File: src/rtl/sen_lut_reader.sv
// Sweep sequencer for the combinational sine lookup memory: walks base, base+step, ...
// modulo AMOUNT and streams the registered samples out on a valid/ready interface.
module sen_lut_reader #(
  parameter int unsigned WIDTH  = 24,
  parameter int unsigned AMOUNT = 302,
  parameter int unsigned ADDR_W = 9,
  parameter int unsigned CNT_W  = 16
) (
  input  logic              clk,
  input  logic              rst_n,
  input  logic              i_start,
  input  logic [ADDR_W-1:0] i_base,
  input  logic [ADDR_W-1:0] i_step,
  input  logic [CNT_W-1:0]  i_count,
  output logic              o_busy,
  output logic              o_done,
  output logic [WIDTH-1:0]  o_mem_a,
  input  logic [WIDTH-1:0]  i_mem_rd,
  output logic [WIDTH-1:0]  o_out_data,
  output logic              o_out_valid,
  input  logic              i_out_ready,
  output logic              o_out_last
);

  localparam logic [ADDR_W:0] LpAmount = (ADDR_W + 1)'(AMOUNT);

  typedef enum logic [1:0] {StIdle, StRun, StFin} state_e;

  state_e             r_state, w_state_d;
  logic [ADDR_W-1:0]  r_addr;
  logic [ADDR_W-1:0]  r_step;
  logic [CNT_W-1:0]   r_remaining;
  logic [WIDTH-1:0]   r_out_data;
  logic               r_out_valid;
  logic               r_out_last;

  logic               w_start;
  logic               w_load;
  logic               w_accept;
  logic [ADDR_W:0]    w_sum;
  logic [ADDR_W:0]    w_wrap;
  logic [ADDR_W:0]    w_step_ext;
  logic [ADDR_W:0]    w_step_adj;
  logic               w_base_oob;

  assign w_start  = (r_state == StIdle) && i_start;
  assign w_accept = r_out_valid && i_out_ready;
  assign w_load   = (r_state == StRun) && (r_remaining != '0) && (!r_out_valid || i_out_ready);

  // Both operands are already < AMOUNT, so a single conditional subtract wraps the sum.
  assign w_sum      = {1'b0, r_addr} + {1'b0, r_step};
  assign w_wrap     = (w_sum >= LpAmount) ? (w_sum - LpAmount) : w_sum;
  assign w_step_ext = {1'b0, i_step};
  assign w_step_adj = (w_step_ext >= LpAmount) ? (w_step_ext - LpAmount) : w_step_ext;
  assign w_base_oob = ({1'b0, i_base} >= LpAmount);

  always_ff @(posedge clk or negedge rst_n) begin
    if (!rst_n) begin
      r_state <= StIdle;
    end else begin
      r_state <= w_state_d;
    end
  end

  always_comb begin
    w_state_d = r_state;
    unique case (r_state)
      StIdle: begin
        if (i_start) begin
          w_state_d = (i_count == '0) ? StFin : StRun;
        end
      end
      StRun: begin
        if (w_accept && r_out_last) begin
          w_state_d = StFin;
        end
      end
      StFin:   w_state_d = StIdle;
      default: w_state_d = StIdle;
    endcase
  end

  always_comb begin
    o_busy = 1'b0;
    o_done = 1'b0;
    unique case (r_state)
      StIdle:  o_busy = 1'b0;
      StRun:   o_busy = 1'b1;
      StFin: begin
        o_busy = 1'b1;
        o_done = 1'b1;
      end
      default: o_busy = 1'b0;
    endcase
  end

  always_ff @(posedge clk or negedge rst_n) begin
    if (!rst_n) begin
      r_addr      <= '0;
      r_step      <= '0;
      r_remaining <= '0;
      r_out_data  <= '0;
      r_out_valid <= 1'b0;
      r_out_last  <= 1'b0;
    end else if (w_start) begin
      r_addr      <= w_base_oob ? '0 : i_base;
      r_step      <= w_step_adj[ADDR_W-1:0];
      r_remaining <= i_count;
    end else if (w_load) begin
      r_out_data  <= i_mem_rd;
      r_out_valid <= 1'b1;
      r_out_last  <= (r_remaining == CNT_W'(1));
      r_remaining <= r_remaining - CNT_W'(1);
      r_addr      <= w_wrap[ADDR_W-1:0];
    end else if (w_accept) begin
      r_out_valid <= 1'b0;
      r_out_last  <= 1'b0;
    end
  end

  assign o_mem_a     = {{(WIDTH - ADDR_W){1'b0}}, r_addr};
  assign o_out_data  = r_out_data;
  assign o_out_valid = r_out_valid;
  assign o_out_last  = r_out_last;

endmodule

File: config.mk
export PLATFORM = sky130hd
export DESIGN_NAME = sen_lut_reader
export DESIGN_NICKNAME = d
export VERILOG_FILES = /design/src/rtl/sen_lut_reader.sv
export SDC_FILE = /design/constraint.sdc
export NUM_CORES = 1
export LEC_CHECK = 0
export ABC_AREA = 0
export CORE_UTILIZATION = 43
export CTS_CLUSTER_DIAMETER = 200
export DETAILED_ROUTE_END_ITERATION = 16
export HOLD_SLACK_MARGIN = 0.12
export PLACE_DENSITY_LB_ADDON = 0.3
export SYNTH_ARGS = -nofsm -noshare
export SYNTH_HDL_FRONTEND = slang
export SYNTH_SLANG_ARGS = --single-unit
export TNS_END_PERCENT = 50
File: constraint.sdc
create_clock -name clk -period 2.9 [get_ports clk]
set_input_delay 0.435 -clock clk [delete_from_list [all_inputs] [get_ports clk]]
set_output_delay 0.435 -clock clk [all_outputs]
set_load 0.01 [all_outputs]
==> impl_metrics.csv <==
group,metric,value,unit
run_status,status,"finished clean",
global_routing,grt_overflow,0,
floorplanning,die_width,95.6,µm
floorplanning,initial_core_util,45.2,%
clock_network,cts_hold_buf,0,
layout,fillerInstances,742,
sta,finalHoldViolCount,0,
synth,syn_inst,433,
worst_setup_path,critPathLaunch,"r_addr[0]$_DFFE_PN0P_",
synth,ys_types,61,
floorplanning,die_h,95.6,µm
synth,ys.flop_type,"dfrtp_1",
global_routing,grt_use_total,22.5,%
sta,setup_viol,0,
synth,yosysSeqAreaShare,41.2,%
global_routing,antenna_found_initial,0,
synth,ys_async_sr_fraction,100,%
routing,ant_nets,0,
layout,multiInputGateArea,2120,µm²
clock_network,numCtsBuffers,9,
sta,relSlewSlack,33.2,%
layout,final_area,5140,µm²
power_and_ir_drop,vdd.ir_drop.worst,502,µV
sta,finClkSkew,0.00986,ns
routing,wl,9780,µm
worst_setup_path,startpoint_type,"flop",
synth,synth-edff-count,0,
clock_network,ctsRootBufferMaster,"clkbuf_8",
sta,fmax,352,MHz
worst_setup_path,crit_fanout,3,
global_routing,grt_max_degree,46,
synth,ys_warn_count,0,
global_routing,grt_pass1_vias,3308,
layout,syn2layout_area_growth,36.4,%
routing,wl_met1,4240,µm
placed_design,place_area,4880,µm²
layout,final_cells,650,
sta,finalCriticalPeriod,2.84,ns
routing,routedWlPerCell,15.1,µm
placed_design,dp_hpwl,7350,µm
floorplanning,dieArea,9140,µm²
routing,top_layer,"met4",
worst_setup_path,r2r-start,"r_addr[0]$_DFFE_PN0P_",
worst_setup_path,crit_type,"flop to flop",
routing,wl_met2,4630,µm
clock_network,clk_pin_slew,0.07,ns
clock_network,cts_tree,"built",
job,maxCapViolations,0,
worst_hold_path,hp-class,"input pin to async pin",
routing,first_iter_violations,151,
floorplanning,coreArea,8340,µm²
global_routing,grt_pass1_wl,15600,µm
power_and_ir_drop,power_density,1150,nW/µm²
layout,drive_gt1_share,9.54,%
layout,seqCellArea,1550,µm²
routing,wl_met3,795,µm
clock_network,cts.sinks,62,
worst_setup_path,critPathArrivalTime,3.06,ns
floorplanning,io_pins,114,
placed_design,dp_cells,632,
floorplanning,rows,33,
routing,firstDrtPassIters,4,
routing,via_per_inst,5.27,
sta,slew_violations,0,
routing,drc,0,
worst_setup_path,cp.required,3.12,ns
placed_design,place_congestion,0.895,
sta,finalCritPeriodShare,97.8,%
sta,tightest_slew,1.00,ns
synth,ys_seq_elements,62,
layout,nNetsFinal,619,
synth,synth.avg_cell_area,8.70,µm²
placed_design,port_buffers,98,
worst_setup_path,end_kind,"flop",
clock_network,clk_path_buf_depth,2,
synth,netlist_area,3770,µm²
power_and_ir_drop,leakage,0.00226,µW
clock_network,clock_latency,0.34,ns
clock_network,htreeDepth,3,
routing,vias,3423,
layout,diodes,0,
-- sequential cells by signal, summed over array words and instances (netlist names) --
signal	flops
r_remaining	16
r_addr	9
o_out_last	1
o_out_data	24
r_state	2
o_out_valid	1
r_step	9
-- cells in the final DEF (no fill, tap or decap), types with 11 or more instances in the layout --
master	synthesis	layout
clkbuf_8	0	11
dfrtp_1	62	62
nand2_1	115	115
buf_4	16	14
nor2_1	24	23
xnor2_1	13	13
o21ai_0	35	34
ha_1	16	15
clkdlybuf4s50_1	0	97
conb_1	1	15
a21oi_1	18	17
-- per-stage QoR --
| stage | power (µW) | setup WS, ns | TNS (ns) | hold WS, ns | util [%] |
|---|---|---|---|---|---|
| after floorplan | 3730 | 0.00570 | 0 | 0.139 | - |
| after global placement | 4850 | 0.117 | 0 | 0.457 | 58.5 |
| after detailed placement | 4950 | 0.0468 | 0 | 0.463 | 58.5 |
| after CTS | 5770 | 0.0261 | 0 | 0.159 | 60.9 |
| after global routing | 6340 | -0.0133 | -0.0151 | 0.188 | 61.6 |
| final | 5910 | 0.0629 | 0 | 0.139 | 61.6 |
-- worst max-delay path, stage by stage (launching register included) --
cell	delay, ns
dfrtp_1	0.40
ha_2	0.23
fa_2	0.39
a211oi_4	0.28
nor2_1	0.11
xor2_1	0.16
o21a_2	0.25
o32ai_4	0.25
mux2_4	0.33
or3_1	0.34
-- synth_stat cells, drive strengths merged (3+ instances only) --
master,number,area (µm²)
o31ai,3,22.5
o21a,3,23.8
nand2,115,432
or3,7,43.8
inv,10,37.5
a2111oi,3,51.3
nand3,4,20.0
a21oi,18,90.1
or2,3,18.8
nor2,24,90.1
dfrtp,62,1550
clkbuf,10,37.5
nor3,12,70.1
a31oi,6,37.5
nor4,8,50.1
a22oi,3,22.5
o21ai,37,185
xnor2,14,130
o22ai,3,25.0
mux2i,6,60.1
ha,16,200
buf,21,144
xor2,11,96.3
-- cell type report --
class                   instances  share of cell area, %
multi-input cells             344                   41.2
flip-flops and latches         62                   30.2
repair buffers                113                   21.4
clock buffers                  13                   3.09
well taps                     105                   2.56
clock inverters                 3                  0.828
inverters                      10                  0.730
-- layer usage --
layer | vias up | GRT usage, %
met3 | 10 | 6.22
li1 | 1680 | -
met2 | 127 | 36.8
met4 | 0 | 7.96
met1 | 1606 | 28.4
met5 | - | 0
-- power by group --
group / leakage, µW / switching, µW / internal (µW)
combinational: 0.00138 / 1890 / 1660
clock: 0.0000996 / 339 / 443
sequential: 0.000776 / 301 / 1270
total: 0.00226 / 2530 / 3370
-- cells by family (layout without fill, tap and decap cells) --
kind of cell	after synthesis	in the layout	share of synthesized area [%]
AND/OR/NAND/NOR	185	185	21.6
XOR/XNOR	25	25	6.01
buffers and inverters	41	139	5.81
AO/OA/AOI/OAI	95	95	17.5
adder cells (fa/ha/maj)	17	17	5.85
other	1	15	0.0995
multiplexers	7	7	1.99
flip-flops	62	62	41.2
-- worst paths after layout --
check,endpoint,slack [ns],depth (start not counted)
setup / recovery,r_addr[7]$_DFFE_PN0P_,0.06,9
hold / removal,r_step[6]$_DFFE_PN0P_,0.14,1
setup reg to reg,r_addr[7]$_DFFE_PN0P_,0.06,9
hold reg to reg,o_out_data[19]$_DFFE_PN0P_,0.47,2
max in group asynchronous,r_addr[1]$_DFFE_PN0P_,2.13,2
min in group clk,o_out_data[19]$_DFFE_PN0P_,0.47,2
-- repair_timing --
item	4_1_cts	5_1_grt
resized for setup	0	7
endpoints found under the setup margin	0	4
setup buffers	0	2
(Power assumes the default switching activity.)
==> RTL change 1: new RTL, config.mk and constraints unchanged <==
Change the parameter `WIDTH` from 24 to 20.
--- a/src/rtl/sen_lut_reader.sv
+++ b/src/rtl/sen_lut_reader.sv
@@ -2,5 +2,5 @@
 // modulo AMOUNT and streams the registered samples out on a valid/ready interface.
 module sen_lut_reader #(
-  parameter int unsigned WIDTH  = 24,
+  parameter int unsigned WIDTH  = 20,
   parameter int unsigned AMOUNT = 302,
   parameter int unsigned ADDR_W = 9,
Interface: changed (resized i_mem_rd, o_mem_a and o_out_data); port bits go from 114 to 102. No check against the original RTL was run, so the function may have changed too.
==> RTL change 1 against the unedited design <==
Total power shrank 0.52%. Clock skew grew 0.0015 ns. Setup slack gained 0.080 ns. Sequential share of layout area shrank 1.3 points. Utilization shrank 1.2 points. Cell area shrank 2.4%. Synthesized area shrank 1.0%. Final cell count shrank 1.8%. Sequential cell count shrank 4. Wire length shrank 4.7%.
==> RTL change 1: results (changes against the unedited design) <==
- Status: finished, final reports clean
- Placer Congestion: 0.834 (-6.8%)
- Max-slew headroom: 0.415 (+0.0836)
- Bufs w/o clock: 104 (-8.0%)
- # nets final: 603 (-2.6%)
- Worst hold margin: 0.212 ns (+0.0730 ns)
- Total number of vias: 3425 (+0.058%)
- Clock buffer depth: 2 (unchanged)
- Switch share: 0.438 (+0.00918)
- Clock-cell share: 0.0451 (+0.00596)
- Seq area share: 0.289 (-0.0125)
- Multi-input gate area: 2160 um2 (+2.2%)
- Drt first-iter violations: 162 (+7.3%)
- Post-DP HPWL: 7060 um (-3.9%)
- Register area share after synthesis: 0.389 (-0.0226)
- First-pass GRT wire length: 15200 um (-2.7%)
- Fmax: 0.363 GHz (+2.9%)
- Place WS: 0.0644 ns (+0.0176 ns)
- I/O Buffers: 90 (-8.2%)
- Routed WL per cell: 14.6 um (-3.0%)
- Reg2reg setup slack: 0.14 ns (+0.08 ns)
- Vias/cell: 5.37 (+1.9%)
- Share of layout cells above drive strength 1: 0.131 (+0.0359)
- Crit-path slowest cell: or4_1
- #FFs+latches synth: 58 (-6.5%)
- Top cells by area, synth: dfrtp_1, nand2_1, ha_1
- Placement Cell Area: 4740 um2 (-2.8%)
- Vias in the first global route: 3322 (+0.42%)
- Reg2reg path depth: 10 (+1)
- Clock skew: 0.0114 ns (+0.00154 ns)
- Placed cells: 620 (-1.9%)
- R2R Path End: r_addr[5]
- Inverters, non-clock: 11 (+1)
- Max reg flops: 20 (-17%)
- Buffer share of cell area: 0.200 (-0.0147)
- Cell variety after synth: 72 (+18%)
- Commonest cells post-synth: nand2_1, dfrtp_1, o21ai_0
- GR Util All Layers: 0.217 (-0.00799)
- Layout area overhead: 34.5%
- Mean Syn Cell Area: 8.73 um2 (+0.36%)
- Worst-path fanout max: 5 (+2)
- Largest net degree at the start of global routing: 41 (-11%)
[RTL change 1: routing by layer]
metal	GRT usage	vias to the layer above	wire, um
li1	-	1678	-
met4	0.0896	0	176
met1	0.294	1608	4310
met2	0.346	125	4280
met3	0.0303	14	550
met5	0	-	0
[RTL change 1: kinds of logic after synthesis]
kind of cell             count (synthesis)  synth area share
AO/OA/AOI/OAI                           99             0.184
flip-flops                              58             0.389
multiplexers                             2           0.00537
adder cells (fa/ha/maj)                 17            0.0591
AND/OR/NAND/NOR                        190             0.246
other                                    1           0.00101
buffers and inverters                   35            0.0483
XOR/XNOR                                25            0.0668
[RTL change 1: power groups by stage]
stage               clock network [mW]  logic [mW]  registers, mW
global route                     0.896        3.90           1.54
global placement                     0        3.29           1.48
detailed placement                   0        3.38           1.49
finish                           0.844        3.54           1.49
floorplan                            0        2.29           1.51
CTS                              0.861        3.39           1.49
[RTL change 1: repair_timing]
item	4_1_cts	5_1_grt
buffers inserted	0	2
gates resized for setup	0	4
hold endpoints to repair	0	0
setup endpoints to repair	0	3
==> RTL change 2: new RTL, same settings <==
Made on the original files. Re-encode `state_e` (3 states) as one-hot, 3 bits wide.
--- a/src/rtl/sen_lut_reader.sv
+++ b/src/rtl/sen_lut_reader.sv
@@ -25,5 +25,5 @@
   localparam logic [ADDR_W:0] LpAmount = (ADDR_W + 1)'(AMOUNT);
 
-  typedef enum logic [1:0] {StIdle, StRun, StFin} state_e;
+  typedef enum logic [2:0] {StIdle = 3'b001, StRun = 3'b010, StFin = 3'b100} state_e;
 
   state_e             r_state, w_state_d;
Check against the original RTL: same outputs for any inputs over 4 cycles, from zero or initial values and one cycle with rst_n low; so few cycles prove little.
==> RTL change 2 against the unedited design <==
Final cell count down 1.8%. Synthesized cell count is 2.3% lower. Sequential cell count is 1 higher. Wire length is 0.92% lower. Setup slack got worse by 0.015 ns. Total power fell by 2.8%. Synthesized area increased by 1.1%. Non-clock buffer count fell by 1. Global-route usage decreased by 1.2 points. Cell area is 0.61% lower.
==> RTL change 2: results (changes against the unedited design) <==
- Cell variety after synth: 75 (+23%)
- Reg2reg setup slack: 0.05 ns (-0.02 ns)
- Hold WC Path Type: reg2reg
- Reg2reg path depth: 11 (+2)
- Drt first-iter violations: 195 (+29%)
- Commonest cells post-synth: nand2_1, dfrtp_1, o21ai_0
- Placement Cell Area: 4860 um2 (-0.36%)
- Worst-path fanout max: 4 (+1)
- Max-slew headroom: 0.534 (+0.202)
- Vias in the first global route: 3261 (-1.4%)
- WP data arrival: 3.08 ns (+0.02 ns)
- Initial antenna violation count: 0 (unchanged)
- Final worst setup slack: 0.0478 ns (-0.0150 ns)
- Register area share after synthesis: 0.414 (+0.00230)
- M1 wire length: 4260 um (+0.57%)
- Clock skew: 0.0107 ns (+0.000808 ns)
- Place WS: 0.00863 ns (-0.0382 ns)
- Largest net degree at the start of global routing: 31 (-33%)
- Share of layout cells above drive strength 1: 0.107 (+0.0115)
- # nets final: 604 (-2.4%)
- EDFF count, synth: 0 (unchanged)
- P_leak: 2.26 nW (+0.25%)
- Total number of vias: 3530 (+3.1%)
- Placer Congestion: 0.847 (-5.4%)
- Maximum vdd drop: 0.479 mV (-4.7%)
- Status: finished, final reports clean
- Fillcell total: 719 (-3.1%)
- Met2 WL post-DR: 4530 um (-2.2%)
- Worst hold margin: 0.477 ns (+0.337 ns)
- Max reg flops: 24 (unchanged)
- First-pass GRT wire length: 14900 um (-4.6%)
- Met3 WL: 778 um (-2.1%)
- Top cells by area, synth: dfrtp_1, nand2_1, ha_1
- Post-DP HPWL: 7180 um (-2.3%)
## RTL change 2: changes by cell type after synthesis, moves of 5 or more
cell     delta
a31oi_1     -5
a21oi_1     -8
nor2_1      -7
xor2_1      -5
inv_1       -6
nand3_1     +8
a221o_1     +6
xnor2_1     -8
o21ai_0    -15
## RTL change 2: where the power goes
part | leakage (nW) | internal (mW) | total [mW] | switching [mW]
Clock | 0.0853 | 0.332 | 0.680 | 0.348
Sequential | 0.791 | 1.28 | 1.61 | 0.328
Combinational | 1.39 | 1.64 | 3.45 | 1.81
## RTL change 2: timing repair
action,4_1_cts,5_1_grt
resized for setup,0,7
hold buffers,1,0
endpoints found under the hold margin,17,0
buffers inserted,0,2
endpoints found under the setup margin,0,6
## RTL change 2: worst max path at each step
stage	startpoint	endpoint	slack (ns)	cells after the start
final	r_addr[0]	r_addr[7]	0.05	11
after global routing	r_addr[0]	r_addr[7]	-0.11	11
after CTS	r_addr[0]	r_addr[5]	0.003	9
after detailed placement	r_addr[0]	r_addr[5]	0.009	9
after global placement	r_addr[0]	r_addr[5]	0.11	9
after floorplan	r_addr[0]	r_addr[5]	0.09	9
## RTL change 2: layout make-up
cell class,count,area [um2],share of cell area
Clock buffer,11,141,0.0277
Clock inverter,5,33.8,0.00661
Inverter,4,15.0,0.00294
Multi-Input combinational cell,338,2110,0.414
Sequential cell,63,1580,0.309
Tap cell,105,131,0.0257
Timing Repair Buffer,112,1100,0.215
## RTL change 2: metal layers
metal | GRT usage | up-vias
li1 | - | 1704
met5 | 0 | -
met2 | 0.336 | 132
met4 | 0.0709 | 0
met1 | 0.272 | 1680
met3 | 0.0703 | 14
## RTL change 2: per-stage QoR
stage	utilization	instances
after global placement	0.580	619
after floorplan	-	437
after detailed placement	0.580	619
after global routing	0.609	638
after CTS	0.602	636
final	0.609	638
## RTL change 2: cells by family after synthesis
logic type                 count (synthesis)  share of synthesized area
AOI/OAI and AO/OA                         96                      0.191
xor gates and xnor gates                  11                     0.0253
adders and majority gates                 14                     0.0479
buffers and inverters                     36                     0.0608
DFF                                       63                      0.414
muxes                                      4                     0.0105
other                                      1                   0.000984
and+or+nand+nor                          198                      0.249
## RTL change 2: critical path, stage by stage, from the launching register on
cell      delay (ns)
dfrtp_1         0.39
ha_2            0.21
fa_1            0.38
buf_4           0.15
a21o_1          0.20
a221oi_4        0.30
xnor2_1         0.17
buf_4           0.17
a31o_1          0.20
a211oi_1        0.31
xnor2_1         0.17
o21ai_1         0.07
